[src/rtl/wb_master_core.sv]
// rtl/wb_master_core.sv - single-outstanding Wishbone B3 classic-cycle master (optional timeout: WB_MASTER_TIMEOUT_EN)
module wb_master_core #(
    parameter int TIMEOUT = 16
) (
    input  logic        wb_clk_i,
    input  logic        wb_rst_n_i,
    input  logic        cmd_valid_i,
    output logic        cmd_ready_o,
    input  logic        cmd_we_i,
    input  logic [31:0] cmd_adr_i,
    input  logic [31:0] cmd_dat_i,
    input  logic [3:0]  cmd_sel_i,
    output logic        rsp_valid_o,
    output logic [31:0] rsp_dat_o,
    output logic        rsp_err_o,
    output logic        wb_cyc_o,
    output logic        wb_stb_o,
    output logic        wb_we_o,
    output logic [3:0]  wb_sel_o,
    output logic [31:0] wb_adr_o,
    output logic [31:0] wb_dat_o,
    input  logic [31:0] wb_dat_i,
    input  logic        wb_ack_i,
    input  logic        wb_err_i
);

    typedef enum logic {IDLE, BUS} state_t;

    state_t      state, state_nx;
    logic        ready_nx, cyc_nx, stb_nx, we_nx, rsp_valid_nx, rsp_err_nx;
    logic [3:0]  sel_nx;
    logic [31:0] adr_nx, dat_nx, rsp_dat_nx;
    logic        timeout_hit;

`ifdef WB_MASTER_TIMEOUT_EN
    localparam int CW = ($clog2(TIMEOUT + 1) > 8) ? $clog2(TIMEOUT + 1) : 8;
    logic [CW-1:0] cnt, cnt_nx;

    // Abort only when the slave gives neither ack nor err on the final allowed edge
    assign timeout_hit = !wb_ack_i && !wb_err_i && (cnt == CW'(TIMEOUT - 1));

    // Cycle counter for the BUS wait
    always_ff @(posedge wb_clk_i or negedge wb_rst_n_i) begin
        if (!wb_rst_n_i) cnt <= '0;
        else             cnt <= cnt_nx;
    end
`else
    logic unused_timeout;
    assign unused_timeout = (TIMEOUT != 0);
    assign timeout_hit    = 1'b0;
`endif

    // State and all outputs are registered so no input reaches an output combinationally
    always_ff @(posedge wb_clk_i or negedge wb_rst_n_i) begin
        if (!wb_rst_n_i) begin
            state       <= IDLE;
            cmd_ready_o <= 1'b0;
            wb_cyc_o    <= 1'b0;
            wb_stb_o    <= 1'b0;
            wb_we_o     <= 1'b0;
            wb_sel_o    <= '0;
            wb_adr_o    <= '0;
            wb_dat_o    <= '0;
            rsp_valid_o <= 1'b0;
            rsp_err_o   <= 1'b0;
            rsp_dat_o   <= '0;
        end else begin
            state       <= state_nx;
            cmd_ready_o <= ready_nx;
            wb_cyc_o    <= cyc_nx;
            wb_stb_o    <= stb_nx;
            wb_we_o     <= we_nx;
            wb_sel_o    <= sel_nx;
            wb_adr_o    <= adr_nx;
            wb_dat_o    <= dat_nx;
            rsp_valid_o <= rsp_valid_nx;
            rsp_err_o   <= rsp_err_nx;
            rsp_dat_o   <= rsp_dat_nx;
        end
    end

    // Next-state and next-output logic; bus fields hold their values unless a command is taken
    always_comb begin
        state_nx     = state;
        cyc_nx       = wb_cyc_o;
        stb_nx       = wb_stb_o;
        we_nx        = wb_we_o;
        sel_nx       = wb_sel_o;
        adr_nx       = wb_adr_o;
        dat_nx       = wb_dat_o;
        rsp_valid_nx = 1'b0;
        rsp_err_nx   = rsp_err_o;
        rsp_dat_nx   = rsp_dat_o;
`ifdef WB_MASTER_TIMEOUT_EN
        cnt_nx       = cnt;
`endif
        case (state)
            IDLE: begin
                if (cmd_valid_i) begin
                    we_nx    = cmd_we_i;
                    sel_nx   = cmd_sel_i;
                    adr_nx   = cmd_adr_i;
                    dat_nx   = cmd_dat_i;
                    cyc_nx   = 1'b1;
                    stb_nx   = 1'b1;
                    state_nx = BUS;
`ifdef WB_MASTER_TIMEOUT_EN
                    cnt_nx   = '0;
`endif
                end
            end
            BUS: begin
                if (wb_ack_i || wb_err_i || timeout_hit) begin
                    cyc_nx       = 1'b0;
                    stb_nx       = 1'b0;
                    rsp_valid_nx = 1'b1;
                    rsp_err_nx   = wb_err_i || timeout_hit;
                    // err wins over a simultaneous ack, so data is only taken on a clean ack
                    if (!wb_we_o && wb_ack_i && !wb_err_i) rsp_dat_nx = wb_dat_i;
                    state_nx     = IDLE;
                end else begin
`ifdef WB_MASTER_TIMEOUT_EN
                    cnt_nx = cnt + 1'b1;
`endif
                end
            end
            default: state_nx = IDLE;
        endcase
        ready_nx = (state_nx == IDLE);
    end

endmodule

[config.mk]
export PLATFORM = sky130hd
export DESIGN_NAME = wb_master_core
export DESIGN_NICKNAME = d
export VERILOG_FILES = /design/src/rtl/wb_master_core.sv
export SDC_FILE = /design/constraint.sdc
export NUM_CORES = 1
export LEC_CHECK = 0
export ABC_AREA = 1
export CAP_MARGIN = 10
export CORE_AREA = 2 2 101 113
export DETAILED_ROUTE_END_ITERATION = 10
export DIE_AREA = 0 0 103 115
export PLACE_DENSITY = 0.79
export SLEW_MARGIN = 20
export SYNTH_ARGS = -nofsm -noshare
export SYNTH_HDL_FRONTEND = slang
export SYNTH_SLANG_ARGS = --single-unit
[constraint.sdc]
create_clock -name wb_clk_i -period 1.83 [get_ports wb_clk_i]
set_input_delay 0.183 -clock wb_clk_i [delete_from_list [all_inputs] [get_ports wb_clk_i]]
set_output_delay 0.183 -clock wb_clk_i [all_outputs]
set_load 0.02 [all_outputs]
==> flow_summary.ini, run 1 <==
[routing]
vias = 3992
drc = 0
ant_nets = 0
vias_per_cell = 4.922
wirelength_mm = 12.29
drt-pass1-iter-count = 6
first_iter_violations = 174
wl_per_cell_um = 15.15

[yosys]
syn-mean-instance-area_um2 = 9.204
synth_common_cells = nand2_1 (208), dfrtp_1 (106), nand3_1 (101)
synth_area_leaders = dfrtp_1 (63%), nand2_1 (19%), nand3_1 (12%), buf_2 (2.1%), buf_4 (1.6%)
yosysTopAreaCell = dfrtp_1
synth_seq_cells = 106
synthDistinctLibCells = 12
synth_edf_count = 0
synthesis.area_um2 = 4215
synth_top_area_share = 0.6293
ys_seq_area_frac = 0.6293
synthArstFlopShare = 1.000
ys.flop_type = dfrtp_1
ys_warn_count = 0
syn_nets = 564
yosysMostFrequentCell = nand2_1
synthesis.instances = 458

[sta]
layout_worst_path_cycle_share = 0.8651
slew_violations = 0
rsz0062_at_grt = false
hold_viol_final = 0
setup-violations-final = 0
slew_headroom = 0.7104
fmax_mhz = 631.6
worstMarginPinSlew_ns = 0.4343
finalSetupTns_ns = 0
skew_ns = 0.004490
period_needed_ns = 1.583

[power_and_ir_drop]
p_total_w = 0.007751
powerDensity_nw_per_um2 = 1152
ir_worst_vdd_mv = 0.5066
cellLeakagePower_nw = 3.264

[critical_path]
rr_startpoint = state
critPathLaunchType = flop
path_max_fanout = 3
crit_path_cell_trace = clkdlybuf4s50_1
critPathCaptureType = output port
crit_type = reg2out
endpoint = wb_we_o
cp_data_required_time_ns = 1.65
slowest_delay_ns = 0.65
path_depth = 1
cp_slowest_cell = clkdlybuf4s50_1
cp-startpoint = wb_we_o
reg2reg_to = wb_adr_o[9]
critPathArrivalTime_ns = 1.40
worst-r2r-setup-slack_ns = 0.44
r2r_cells = 4
path_buf_inv = 1
crit_family = buffers and inverters

[clocking]
cts_resized = 0
cts_tree = done
cts_buffers = 9
clock_path_buffers = 2
cts_htree_levels = 3
holdBufCountCts = 1
clk_pin_slew_worst_paths_ns = 0.07
clock-sinks = 106
clkLatencyLatePin_ns = 0.34
cts-root-buf = clkbuf_16
post-cts-setup-buffers = 0

[grt]
grt_first_pass_wirelength_mm = 18.99
grt_pass1_vias = 3844
antenna_found_initial = 0
gr-total-overflow = 0
grt_max_degree = 60
grtUsageTotal = 0.2049

[outcome]
status = finished clean

[final_layout]
synthToLayoutAreaGrowth_pct = 59.60
multiInputGateArea_um2 = 1330
fin_util = 0.6282
antenna_cells = 0
seqCellArea_um2 = 2653
nNetsFinal = 765
layout-drive-gt1-share = 0.04970
fillCellCount = 929

[job]
cap_violations = 0

[floorplanning]
coreArea_um2 = 10710
rows = 40
io_pins = 212
die_w_um = 103
fp.dieArea_um2 = 11850
die_y_um = 115
start_util = 0.3936

[worst_hold_path]
hold_start = cmd_valid_i
hp-class = in2reg

[placement]
hpwl_mm = 8.767
place.gp.congestion = 0.8381
port_buffers = 211
state kept, by name (all words and copies together) (netlist names):
| register | flops |
|---|---|
| state | 1 |
| rsp_dat_o | 32 |
| rsp_valid_o | 1 |
| cmd_ready_o | 1 |
| rsp_err_o | 1 |
| wb_dat_o | 32 |
| wb_we_o | 1 |
| wb_sel_o | 4 |
| wb_stb_o | 1 |
| wb_adr_o | 32 |
power breakdown:
group	internal (W)	switching [W]
logic	0.00126	0.00137
clock network	0.00117	0.000827
registers	0.00284	0.000289
worst min-delay path by stage:
stage,endpoint,cells past startpoint
global placement,wb_adr_o[1],2
floorplan,cmd_ready_o,0
detailed placement,wb_adr_o[0],2
global route,wb_stb_o,4
finish,wb_stb_o,4
CTS,wb_stb_o,4
layout by cell type, fill, tap and decap left out, drive strengths merged:
| cell | count |
|---|---|
| nor2 | 1 |
| bufinv | 1 |
| o21ai | 3 |
| clkdlybuf4s50 | 209 |
| buf | 12 |
| clkinv | 3 |
| nand2 | 210 |
| clkbuf | 12 |
| dlygate4sd3 | 1 |
| dfrtp | 106 |
| nand3 | 101 |
| inv | 5 |
layout make-up:
type | instances | share of cell area
flip-flops and latches | 106 | 0.3943
repair buffers | 222 | 0.3310
multi-input cells | 315 | 0.1977
clock buffers | 12 | 0.03961
well taps | 147 | 0.02734
clock inverters | 4 | 0.007253
inverters | 5 | 0.002790
kinds of logic (layout without fill, tap and decap cells):
kind of cell	after synthesis	in the layout	share of synthesized area
AND/OR/NAND/NOR	312	312	0.3120
flip-flops	106	106	0.6293
buffers and inverters	37	243	0.05521
AO/OA/AOI/OAI	3	3	0.003561
stage by stage:
step | hold slack [ns] | instance area [um^2] | worst slack [ns] | instances
6_report | 0.3518 | 6728 | 0.2468 | 811
5_1_grt | 0.3873 | 6728 | 0.2148 | 811
4_1_cts | 0.3429 | 6728 | 0.2288 | 811
3_5_place_dp | 0.2025 | 6402 | 0.3803 | 794
3_3_place_gp | 0.1921 | 6402 | 0.4433 | 794
2_1_floorplan | -0.1126 | 4215 | 0.7667 | 458
metal layers:
layer	up-vias	global-route usage	wire length, um
li1	1864	-	-
met4	0	0.07982	260
met2	178	0.3437	6046
met5	-	0	0
met1	1930	0.2594	4974
met3	20	0.04195	1006
No activity file was read; power rests on OpenSTA's default activity.
==> run 2: changes to the inputs <==
Settings changed: CORE_AREA 2 2 101 113 to 2 2 122 94, DIE_AREA 0 0 103 115 to 0 0 124 96.
==> flow_summary.ini, run 2 (synthesis results as in run 1) <==
[outcome]
status = finished clean

[critical_path]
path_max_fanout = 3
slowest_delay_ns = 0.64
cp_data_required_time_ns = 1.65
cp-startpoint = wb_we_o
worst-r2r-setup-slack_ns = 0.57
crit_type = reg2out
critPathLaunchType = flop
path_buf_inv = 1
rr_startpoint = state
critPathArrivalTime_ns = 1.40
r2r_cells = 5
crit_path_cell_trace = clkdlybuf4s50_1
critPathCaptureType = output port
reg2reg_to = rsp_dat_o[2]
crit_family = buffers and inverters
cp_slowest_cell = clkdlybuf4s50_1

[routing]
drc = 0
first_iter_violations = 254
drt-pass1-iter-count = 4
ant_nets = 0
wl_per_cell_um = 15.28
wirelength_mm = 12.30
vias = 3900
vias_per_cell = 4.845

[final_layout]
fin_cells = 805
final_cell_mix = clkdlybuf4s50_1 (209), nand2_1 (208), dfrtp_1 (106)
fin_util = 0.6230
final_common_cell = clkdlybuf4s50_1
synthToLayoutAreaGrowth_pct = 58.65
layout-drive-gt1-share = 0.05113
top_regs = rsp_dat_o: 32 flops, wb_adr_o: 32 flops, wb_dat_o: 32 flops
antenna_cells = 0
nNetsFinal = 766
fillCellCount = 896

[sta]
layout_worst_path_cycle_share = 0.8667
worstMarginPinSlew_ns = 0.4537
skew_ns = 0.004321
slew_violations = 0
fmax_mhz = 630.5
period_needed_ns = 1.586
hold_viol_final = 0
slew_headroom = 0.6975
finalSetupTns_ns = 0
rsz0062_at_grt = false
setup-violations-final = 0

[power_and_ir_drop]
netSwitchingFraction = 0.3333
powerDensity_nw_per_um2 = 1136
cellLeakagePower_nw = 3.240
seqPwrFrac = 0.415
power_frac_comb = 0.345
clkPwrFrac = 0.241
internal-power_w = 0.005067
p_switching_w = 0.002533
ir_worst_vdd_mv = 0.6277

[floorplanning]
die_w_um = 124
fp.dieArea_um2 = 11900
rows = 33
io_pins = 212
die_y_um = 96
start_util = 0.3927
coreArea_um2 = 10740

[clocking]
clkLatencyLatePin_ns = 0.33
cts_htree_levels = 3
cts-root-buf = clkbuf_16
clk_pin_slew_worst_paths_ns = 0.07
clock-sinks = 106
clock_path_buffers = 2
cts_tree = done
cts_buffers = 9
cts_resized = 0

[placement]
port_buffers = 211
post-place-cells = 788
hpwl_mm = 9.021
place.gp.congestion = 0.8217

[grt]
grtUsageTotal = 0.2098
grt_pass1_vias = 3779
grt_max_degree = 46
antenna_found_initial = 0
grt_first_pass_wirelength_mm = 19.14
gr-total-overflow = 0

[job]
cap_violations = 0

[worst_hold_path]
hp-class = in2async
run 2: cell count changes in the layout (fill, tap and decap cells not counted):
| cell | before | now |
|---|---|---|
| buf_4 | 8 | 10 |
| inv_6 | 0 | 2 |
| bufinv_16 | 1 | 0 |
| clkbuf_8 | 3 | 1 |
| clkinv_4 | 1 | 2 |
| buf_12 | 3 | 2 |
| clkinvlp_4 | 0 | 2 |
| clkinv_2 | 2 | 0 |
run 2: repair_timing:
action,CTS,global route
endpoints found under the hold margin,27,0
hold buffers,1,0
setup buffers,0,0
run 2: cell type report:
type / instances / area (um^2) / share of cell area
Tap cell: 140 / 175.2 / 0.02619
Multi-Input combinational cell: 315 / 1330 / 0.1989
Inverter: 5 / 18.77 / 0.002806
Timing Repair Buffer: 223 / 2222 / 0.3323
Sequential cell: 106 / 2653 / 0.3966
Clock inverter: 6 / 50.05 / 0.007484
Clock buffer: 10 / 239.0 / 0.03573
run 2: how the worst max path moves through the flow:
stage                    end  slack [ns]  cells after the start
6_report             wb_we_o        0.24                      1
5_1_grt              wb_we_o        0.18                      1
4_1_cts              wb_we_o        0.23                      1
3_5_place_dp    rsp_dat_o[2]        0.38                      6
3_3_place_gp   rsp_dat_o[15]        0.44                      6
2_1_floorplan   rsp_dat_o[0]        0.77                      5
run 2: power groups by stage:
stage / combinational, W / clock, W / sequential [W]
after global routing: 0.00284 / 0.00199 / 0.00321
after global placement: 0.00259 / 0 / 0.00317
after floorplan: 0.000581 / 0 / 0.00375
final: 0.00262 / 0.00183 / 0.00315
after CTS: 0.00265 / 0.00189 / 0.00315
after detailed placement: 0.00264 / 0 / 0.00319
run 2: through the flow:
step / setup slack, ns / hold WS, ns / total power (W) / cell area [um^2]
after floorplan: 0.7667 / -0.1126 / 0.004329 / 4215
after CTS: 0.2252 / 0.3203 / 0.007685 / 6688
after global placement: 0.4402 / 0.1406 / 0.005761 / 6389
after detailed placement: 0.3847 / 0.1415 / 0.005828 / 6389
final: 0.2439 / 0.3211 / 0.007600 / 6688
after global routing: 0.1776 / 0.3327 / 0.008029 / 6688
run 2: layer usage:
| layer | track usage | part of all wire | vias to the layer above |
|---|---|---|---|
| met5 | 0 | 0 | - |
| met4 | 0.04588 | 0.0061 | 0 |
| met3 | 0.06339 | 0.091 | 8 |
| met2 | 0.3494 | 0.48 | 167 |
| met1 | 0.2727 | 0.42 | 1865 |
| li1 | - | - | 1860 |
